`src/rtl/pc_fetch_pkg.sv`:
```
// Shared types and constants for the instruction-fetch stage and its decode neighbour.
// Holds data widths, the fetch FSM state type and opcode field positions.
package pc_fetch_pkg;

    localparam int unsigned INST_W = 32;
    localparam int unsigned ADDR_W = 32;

    typedef enum logic {
        IDLE = 1'b0,
        RUN  = 1'b1
    } state_e;

    // All-zero word decodes as a no-op; it is also what the IF/ID register resets to.
    localparam logic [INST_W-1:0] NOP_INST   = '0;
    localparam int unsigned       OPCODE_MSB = 31;
    localparam int unsigned       OPCODE_LSB = 26;
    localparam logic [5:0]        OPC_RTYPE  = 6'h00;

    function automatic logic [ADDR_W-1:0] word_align(input logic [ADDR_W-1:0] addr);
        return {addr[ADDR_W-1:2], 2'b00};
    endfunction

endpackage

```
`src/rtl/pc_fetch_if.sv`:
```
// Memory address/data pair plus the IF/ID valid/ready handshake toward decode.
// The fetch stage is the master; memory and decode together form the slave side.
interface pc_fetch_if;

    logic [pc_fetch_pkg::ADDR_W-1:0] pc;
    logic [pc_fetch_pkg::INST_W-1:0] inst;
    logic                            out_valid;
    logic                            out_ready;
    logic [pc_fetch_pkg::INST_W-1:0] out_inst;
    logic [pc_fetch_pkg::ADDR_W-1:0] out_pc;
    logic [pc_fetch_pkg::ADDR_W-1:0] out_pc4;

    modport master (
        output pc, out_valid, out_inst, out_pc, out_pc4,
        input  inst, out_ready
    );

    modport slave (
        input  pc, out_valid, out_inst, out_pc, out_pc4,
        output inst, out_ready
    );

endinterface

```
`src/rtl/pc_fetch_pc_reg.sv`:
```
// Program counter with +4 increment wrapped to the memory size, and redirect
// alignment with a sticky flag for targets that were not word aligned.
module pc_reg
    import pc_fetch_pkg::*;
#(
    parameter int unsigned       MEM_BYTES = 512,
    parameter logic [ADDR_W-1:0] RESET_PC  = '0
) (
    input  logic              clk,
    input  logic              rst_n,
    input  logic              load_i,
    input  logic              redirect_i,
    input  logic [ADDR_W-1:0] redirect_pc_i,
    output logic [ADDR_W-1:0] pc_o,
    output logic [ADDR_W-1:0] next_pc_o,
    output logic              misalign_o
);

    localparam logic [ADDR_W-1:0] ADDR_MASK = ADDR_W'(MEM_BYTES - 1);

    logic [ADDR_W-1:0] pc_q, pc_d;
    logic              misalign_q, misalign_d;

    assign next_pc_o  = (pc_q + ADDR_W'(4)) & ADDR_MASK;
    assign pc_o       = pc_q;
    assign misalign_o = misalign_q;

    always_comb begin
        pc_d       = pc_q;
        misalign_d = misalign_q;
        if (redirect_i) begin
            pc_d = word_align(redirect_pc_i) & ADDR_MASK;
            if (redirect_pc_i[1:0] != 2'b00) begin
                misalign_d = 1'b1;
            end
        end else if (load_i) begin
            pc_d = next_pc_o;
        end
    end

    always_ff @(posedge clk or negedge rst_n) begin
        if (!rst_n) begin
            pc_q       <= RESET_PC;
            misalign_q <= 1'b0;
        end else begin
            pc_q       <= pc_d;
            misalign_q <= misalign_d;
        end
    end

endmodule

```
`src/rtl/pc_fetch.sv`:
```
// Instruction-fetch stage: start/stop FSM, IF/ID output register and accepted-instruction
// counter around the pc_reg program counter.
//
//   state | meaning
//   IDLE  | PC held, no new fetch; a pending valid output waits for decode
//   RUN   | fetch one word per cycle whenever the IF/ID register can take it
module pc_fetch
    import pc_fetch_pkg::*;
#(
    parameter int unsigned       MEM_BYTES = 512,
    parameter logic [ADDR_W-1:0] RESET_PC  = 32'h0000_0000
) (
    input  logic              clk,
    input  logic              rst_n,
    input  logic              start_i,
    input  logic              stop_i,
    input  logic              redirect_i,
    input  logic [ADDR_W-1:0] redirect_pc_i,
    pc_fetch_if.master        bus_if,
    output logic              misalign_o,
    output logic [31:0]       fetch_count_o
);

    state_e            state_q, state_d;
    logic              out_valid_q;
    logic [INST_W-1:0] out_inst_q;
    logic [ADDR_W-1:0] out_pc_q, out_pc4_q;
    logic [31:0]       count_q;
    logic              load, accept;
    logic [ADDR_W-1:0] pc, next_pc;

    assign accept = out_valid_q && bus_if.out_ready;
    // A redirect flushes the slot, so it also suppresses the load in that cycle.
    assign load   = (state_q == RUN) && (!out_valid_q || bus_if.out_ready) && !redirect_i;

    always_comb begin
        state_d = state_q;
        if (stop_i) begin
            state_d = IDLE;
        end else if (start_i) begin
            state_d = RUN;
        end
    end

    pc_reg #(
        .MEM_BYTES (MEM_BYTES),
        .RESET_PC  (RESET_PC)
    ) u_pc_reg (
        .clk           (clk),
        .rst_n         (rst_n),
        .load_i        (load),
        .redirect_i    (redirect_i),
        .redirect_pc_i (redirect_pc_i),
        .pc_o          (pc),
        .next_pc_o     (next_pc),
        .misalign_o    (misalign_o)
    );

    always_ff @(posedge clk or negedge rst_n) begin
        if (!rst_n) begin
            state_q     <= IDLE;
            out_valid_q <= 1'b0;
            out_inst_q  <= NOP_INST;
            out_pc_q    <= '0;
            out_pc4_q   <= '0;
            count_q     <= '0;
        end else begin
            state_q <= state_d;
            if (accept) begin
                count_q <= count_q + 32'd1;
            end
            if (redirect_i) begin
                out_valid_q <= 1'b0;
            end else if (load) begin
                out_valid_q <= 1'b1;
                out_inst_q  <= bus_if.inst;
                out_pc_q    <= pc;
                out_pc4_q   <= next_pc;
            end else if (accept) begin
                out_valid_q <= 1'b0;
            end
        end
    end

    assign bus_if.pc        = pc;
    assign bus_if.out_valid = out_valid_q;
    assign bus_if.out_inst  = out_inst_q;
    assign bus_if.out_pc    = out_pc_q;
    assign bus_if.out_pc4   = out_pc4_q;
    assign fetch_count_o    = count_q;

endmodule
```
`src/flat_wrapper.sv`:
```
// flat-port wrapper written by rule: the top's interface ports become plain ports
module pc_fetch_flat import pc_fetch_pkg::*;
#(
    parameter int unsigned       MEM_BYTES = 512,
    parameter logic [ADDR_W-1:0] RESET_PC  = 32'h0000_0000
)
  (clk, rst_n, start_i, stop_i, redirect_i, redirect_pc_i, misalign_o, fetch_count_o, bus_if_pc, bus_if_out_valid, bus_if_out_inst, bus_if_out_pc, bus_if_out_pc4, bus_if_inst, bus_if_out_ready);
  pc_fetch_if bus_if_i ();
  input  logic clk;
  input  logic rst_n;
  input  logic start_i;
  input  logic stop_i;
  input  logic redirect_i;
  input  logic [ADDR_W-1:0] redirect_pc_i;
  output logic misalign_o;
  output logic [31:0] fetch_count_o;
  output wire logic [$bits(bus_if_i.pc)-1:0] bus_if_pc;
  output wire logic [$bits(bus_if_i.out_valid)-1:0] bus_if_out_valid;
  output wire logic [$bits(bus_if_i.out_inst)-1:0] bus_if_out_inst;
  output wire logic [$bits(bus_if_i.out_pc)-1:0] bus_if_out_pc;
  output wire logic [$bits(bus_if_i.out_pc4)-1:0] bus_if_out_pc4;
  input wire logic [$bits(bus_if_i.inst)-1:0] bus_if_inst;
  input wire logic [$bits(bus_if_i.out_ready)-1:0] bus_if_out_ready;
  assign bus_if_pc = bus_if_i.pc;
  assign bus_if_out_valid = bus_if_i.out_valid;
  assign bus_if_out_inst = bus_if_i.out_inst;
  assign bus_if_out_pc = bus_if_i.out_pc;
  assign bus_if_out_pc4 = bus_if_i.out_pc4;
  assign bus_if_i.inst = bus_if_inst;
  assign bus_if_i.out_ready = bus_if_out_ready;
  pc_fetch #(.MEM_BYTES(MEM_BYTES), .RESET_PC(RESET_PC)) u_core (.clk(clk), .rst_n(rst_n), .start_i(start_i), .stop_i(stop_i), .redirect_i(redirect_i), .redirect_pc_i(redirect_pc_i), .bus_if(bus_if_i), .misalign_o(misalign_o), .fetch_count_o(fetch_count_o));
endmodule
```
`config.mk`:
```
export PLATFORM = sky130hd
export DESIGN_NAME = pc_fetch_flat
export DESIGN_NICKNAME = d
export VERILOG_FILES = /design/src/rtl/pc_fetch_pkg.sv /design/src/rtl/pc_fetch_if.sv /design/src/rtl/pc_fetch_pc_reg.sv /design/src/rtl/pc_fetch.sv /design/src/flat_wrapper.sv
export SDC_FILE = /design/constraint.sdc
export NUM_CORES = 1
export LEC_CHECK = 0
export ABC_CLOCK_PERIOD_IN_PS = 1820
export BUFFER_PORTS_ARGS = -buffer_cell sky130_fd_sc_hd__buf_4
export CAP_MARGIN = 0
export CORE_ASPECT_RATIO = 1.2
export CORE_MARGIN = 1.5
export CORE_UTILIZATION = 46
export CTS_BUF_LIST = sky130_fd_sc_hd__clkbuf_8
export DETAILED_ROUTE_END_ITERATION = 10
export GPL_ROUTABILITY_DRIVEN = 0
export PLACE_DENSITY_LB_ADDON = 0.15
export SLEW_MARGIN = 20
export SYNTH_ARGS = -nofsm -noshare
export SYNTH_HDL_FRONTEND = slang
export SYNTH_SLANG_ARGS = --single-unit
```
`constraint.sdc`:
```
create_clock -name clk -period 1.82 [get_ports clk]
set_clock_uncertainty 0.15 [all_clocks]
set_input_delay 0.182 -clock clk [delete_from_list [all_inputs] [get_ports clk]]
set_output_delay 0.182 -clock clk [all_outputs]
set_load 0.005 [all_outputs]
```
==> impl_metrics.env <==
export IMPL_status="complete, no violations"
export IMPL_cp_start_kind="register"
export IMPL_root_buffer="clkbuf_8"
export IMPL_grt_max_degree=46
export IMPL_cp_slowest_cell="dfrtp_1"
export IMPL_power_uw=4961
export IMPL_hold_viol=0
export IMPL_ys_seq_area_share_pct=51.28
export IMPL_dieHeight_microns=108.8
export IMPL_drt_iter0_markers=115
export IMPL_ys_flop_type="dfrtp_1"
export IMPL_clock_path_buffers=2
export IMPL_core_rowCount=38
export IMPL_drive_above_1_share_pct=26.72
export IMPL_p_leak_uw=0.003151
export IMPL_grt_pass1_vias=3284
export IMPL_hp_class="input pin to register"
export IMPL_die_width_microns=91.20
export IMPL_syn_inst=445
export IMPL_setup_violations=0
export IMPL_dp_hpwl_microns=6611
export IMPL_area_delta_synth_final_pct=37.62
export IMPL_antenna_left=0
export IMPL_worst_setup_path_type="register to register"
export IMPL_final_core_util_pct=65.07
export IMPL_vias=3415
export IMPL_dr_pass1_iters=4
export IMPL_h_tree_depth=3
export IMPL_p_per_area_mw_per_mm2=839.5
export IMPL_drt_wl_total_microns=9748
export IMPL_crit_path_max_fanout=4
export IMPL_synth_ff_latch_count=88
export IMPL_grt_use_total_pct=19.78
export IMPL_register_area_sq_mm=0.002202
export IMPL_drv_slew=0
export IMPL_insertion_delay_ns=0.35
export IMPL_netlist_area_leader_share_pct=51.28
export IMPL_min_period_ns=1.705
export IMPL_ys_warn_count=0
export IMPL_wl_per_cell_microns=12.83
export IMPL_initial_utilization_pct=47.29
export IMPL_grt_remaining_overflow=0
export IMPL_required_ns=1.91
export IMPL_yosysMostFrequentCell="nand2_1"
export IMPL_port_buffer_count=133
export IMPL_syn_avg_cell_area_sq_um=9.650
export IMPL_cts_tree="done"
export IMPL_fill_cells=756
export IMPL_synth_top_cell_by_area="dfrtp_1"
export IMPL_cts_buffers=9
export IMPL_cap_viol_max_count=0
export IMPL_viasPerCell=4.493
export IMPL_yosysUniqueCellTypes=32
export IMPL_num_antenna_cells=0
export IMPL_end_kind="register"
export IMPL_die_area_sq_mm=0.009926
export IMPL_num_nets_final=707
export IMPL_post_cts_setup_buffer_count=0
export IMPL_min_period_over_period_pct=93.69
export IMPL_antenna_found_initial=0
export IMPL_io_pins=232
export IMPL_fmax_mhz=586.5
export IMPL_multi_input_area_sq_mm=0.001745
export IMPL_cts_resized=0
export IMPL_grt_pass1_wl_microns=15390
export IMPL_rsz0062_at_grt="true"
export IMPL_async_flop_share_pct=100.0
export IMPL_arrival_ns=1.80
export IMPL_syn_area_sq_mm=0.004294
export IMPL_clkTransAtPathRegs_ns=0.08
export IMPL_route_detailed_drc=0
export IMPL_synth_commonest_cells="145 x nand2_1, 88 x dfrtp_1, 76 x buf_4, 27 x xnor2_1, 16 x nand3_1"
export IMPL_ys_top_cells_by_area="dfrtp_1 51%, buf_4 13%, nand2_1 13%, xnor2_1 5.5%, xor2_1 3.1%"
export IMPL_coreArea_sq_mm=0.009081
export IMPL_clock_sinks=88
export IMPL_vdd_drop_max_mv=0.4919
export IMPL_critPathMaxStageDelay_ns=0.42
export IMPL_synth_edff_count=0
export IMPL_path_cells="ha_1 > nand3_1 > buf_4 > nor3_2 > nand4_1 > xnor2_1"
[cell type report]
cell class / count / area share [%]
clock buffer: 10 / 2.329
clock inverter: 6 / 1.292
inverter: 1 / 0.06352
multi-input combinational: 341 / 29.54
sequential: 88 / 37.26
tap: 120 / 2.541
timing repair buffer: 194 / 26.97
[final timing paths]
kind	start	endpoint	slack, ns	cells past startpoint
max in group asynchronous	rst_n	u_core.bus_if.out_inst[26]	0.79	3
max	u_core.fetch_count_o[0]	u_core.fetch_count_o[16]	0.11	6
min reg2reg	u_core.bus_if.out_inst[8]	u_core.bus_if.out_inst[8]	0.33	2
max reg2reg	u_core.fetch_count_o[0]	u_core.fetch_count_o[16]	0.11	6
min in group asynchronous	rst_n	u_core.bus_if.out_pc4[5]	0.16	2
min	bus_if_out_ready	u_core.fetch_count_o[0]	0.03	3
[cell usage in the layout, fill, tap and decap left out, drive strengths merged]
cell	netlist	layout
mux2i	1	1
clkbuf	7	10
and2	3	3
xor2	15	15
and4bb	1	1
nand4	11	11
clkinv	0	1
nor3	2	2
conb	1	75
and4	3	3
bufinv	0	2
a21oi	1	1
dfrtp	88	88
nand2b	2	2
and3	8	8
nor3b	1	1
nor2	6	6
nor4	5	5
inv	1	4
ha	2	2
xnor2	27	27
nand3	17	17
o21ai	14	14
dlygate4sd3	0	45
nand3b	1	1
mux2	1	1
buf	82	149
nand2	145	145
[metal layers]
metal	up-vias	global-route usage [%]	wire length, microns
met5	-	0	0
met4	0	10.60	249
met3	20	5.021	567
met2	115	32.94	4908
met1	1627	23.62	4023
li1	1653	-	-
[per-stage QoR]
| stage | hold slack, ns | TNS, ns | cells | worst slack, ns | area, sq um |
|---|---|---|---|---|---|
| after detailed placement | -0.02569 | 0 | 699 | 0.09541 | 5245 |
| after global routing | 0.03086 | -0.02651 | 760 | -0.01399 | 5909 |
| final | 0.03320 | 0 | 760 | 0.1149 | 5909 |
| after global placement | -0.02928 | 0 | 699 | 0.1294 | 5245 |
| after floorplan | -0.2636 | 0 | 519 | 0.1525 | 4572 |
| after CTS | 0.01800 | 0 | 760 | 0.08198 | 5909 |
[state kept, by name (all words and copies together), names as in the netlist]
register,flops
u_core.state_q,1
u_core.bus_if.out_valid,1
u_core.fetch_count_o,32
u_core.u_pc_reg.pc_o,7
u_core.bus_if.out_pc4,7
u_core.u_pc_reg.misalign_o,1
u_core.bus_if.out_pc,7
u_core.bus_if.out_inst,32
[power breakdown]
group	switching [uW]	total [uW]	internal [uW]
clock network	667	1460	795
logic	480	1090	608
registers	196	2410	2220
[cell families (layout without fill, tap and decap cells)]
family / Yosys count / after routing / share of synthesized area (%)
and+or+nand+nor: 205 / 205 / 22.55
muxes: 2 / 2 / 0.4953
buffers and inverters: 90 / 211 / 14.69
xor gates and xnor gates: 42 / 42 / 8.567
adders and majority gates: 2 / 2 / 0.5827
DFF: 88 / 88 / 51.28
other: 1 / 75 / 0.08733
AOI/OAI and AO/OA: 15 / 15 / 1.748
[critical path, delay by kind of cell (launching register included)]
| kind | cells | cell delay, ns |
|---|---|---|
| adder cells (fa/ha/maj) | 1 | 0.18 |
| flip-flops | 1 | 0.42 |
| XOR/XNOR | 1 | 0.15 |
| buffers and inverters | 1 | 0.17 |
| AND/OR/NAND/NOR | 3 | 0.52 |
[repair_timing]
item                                    4_1_cts  5_1_grt
endpoints found under the setup margin        0        2
endpoints found under the hold margin       130        0
hold buffers                                 45        0
(Power assumes the default switching activity.)
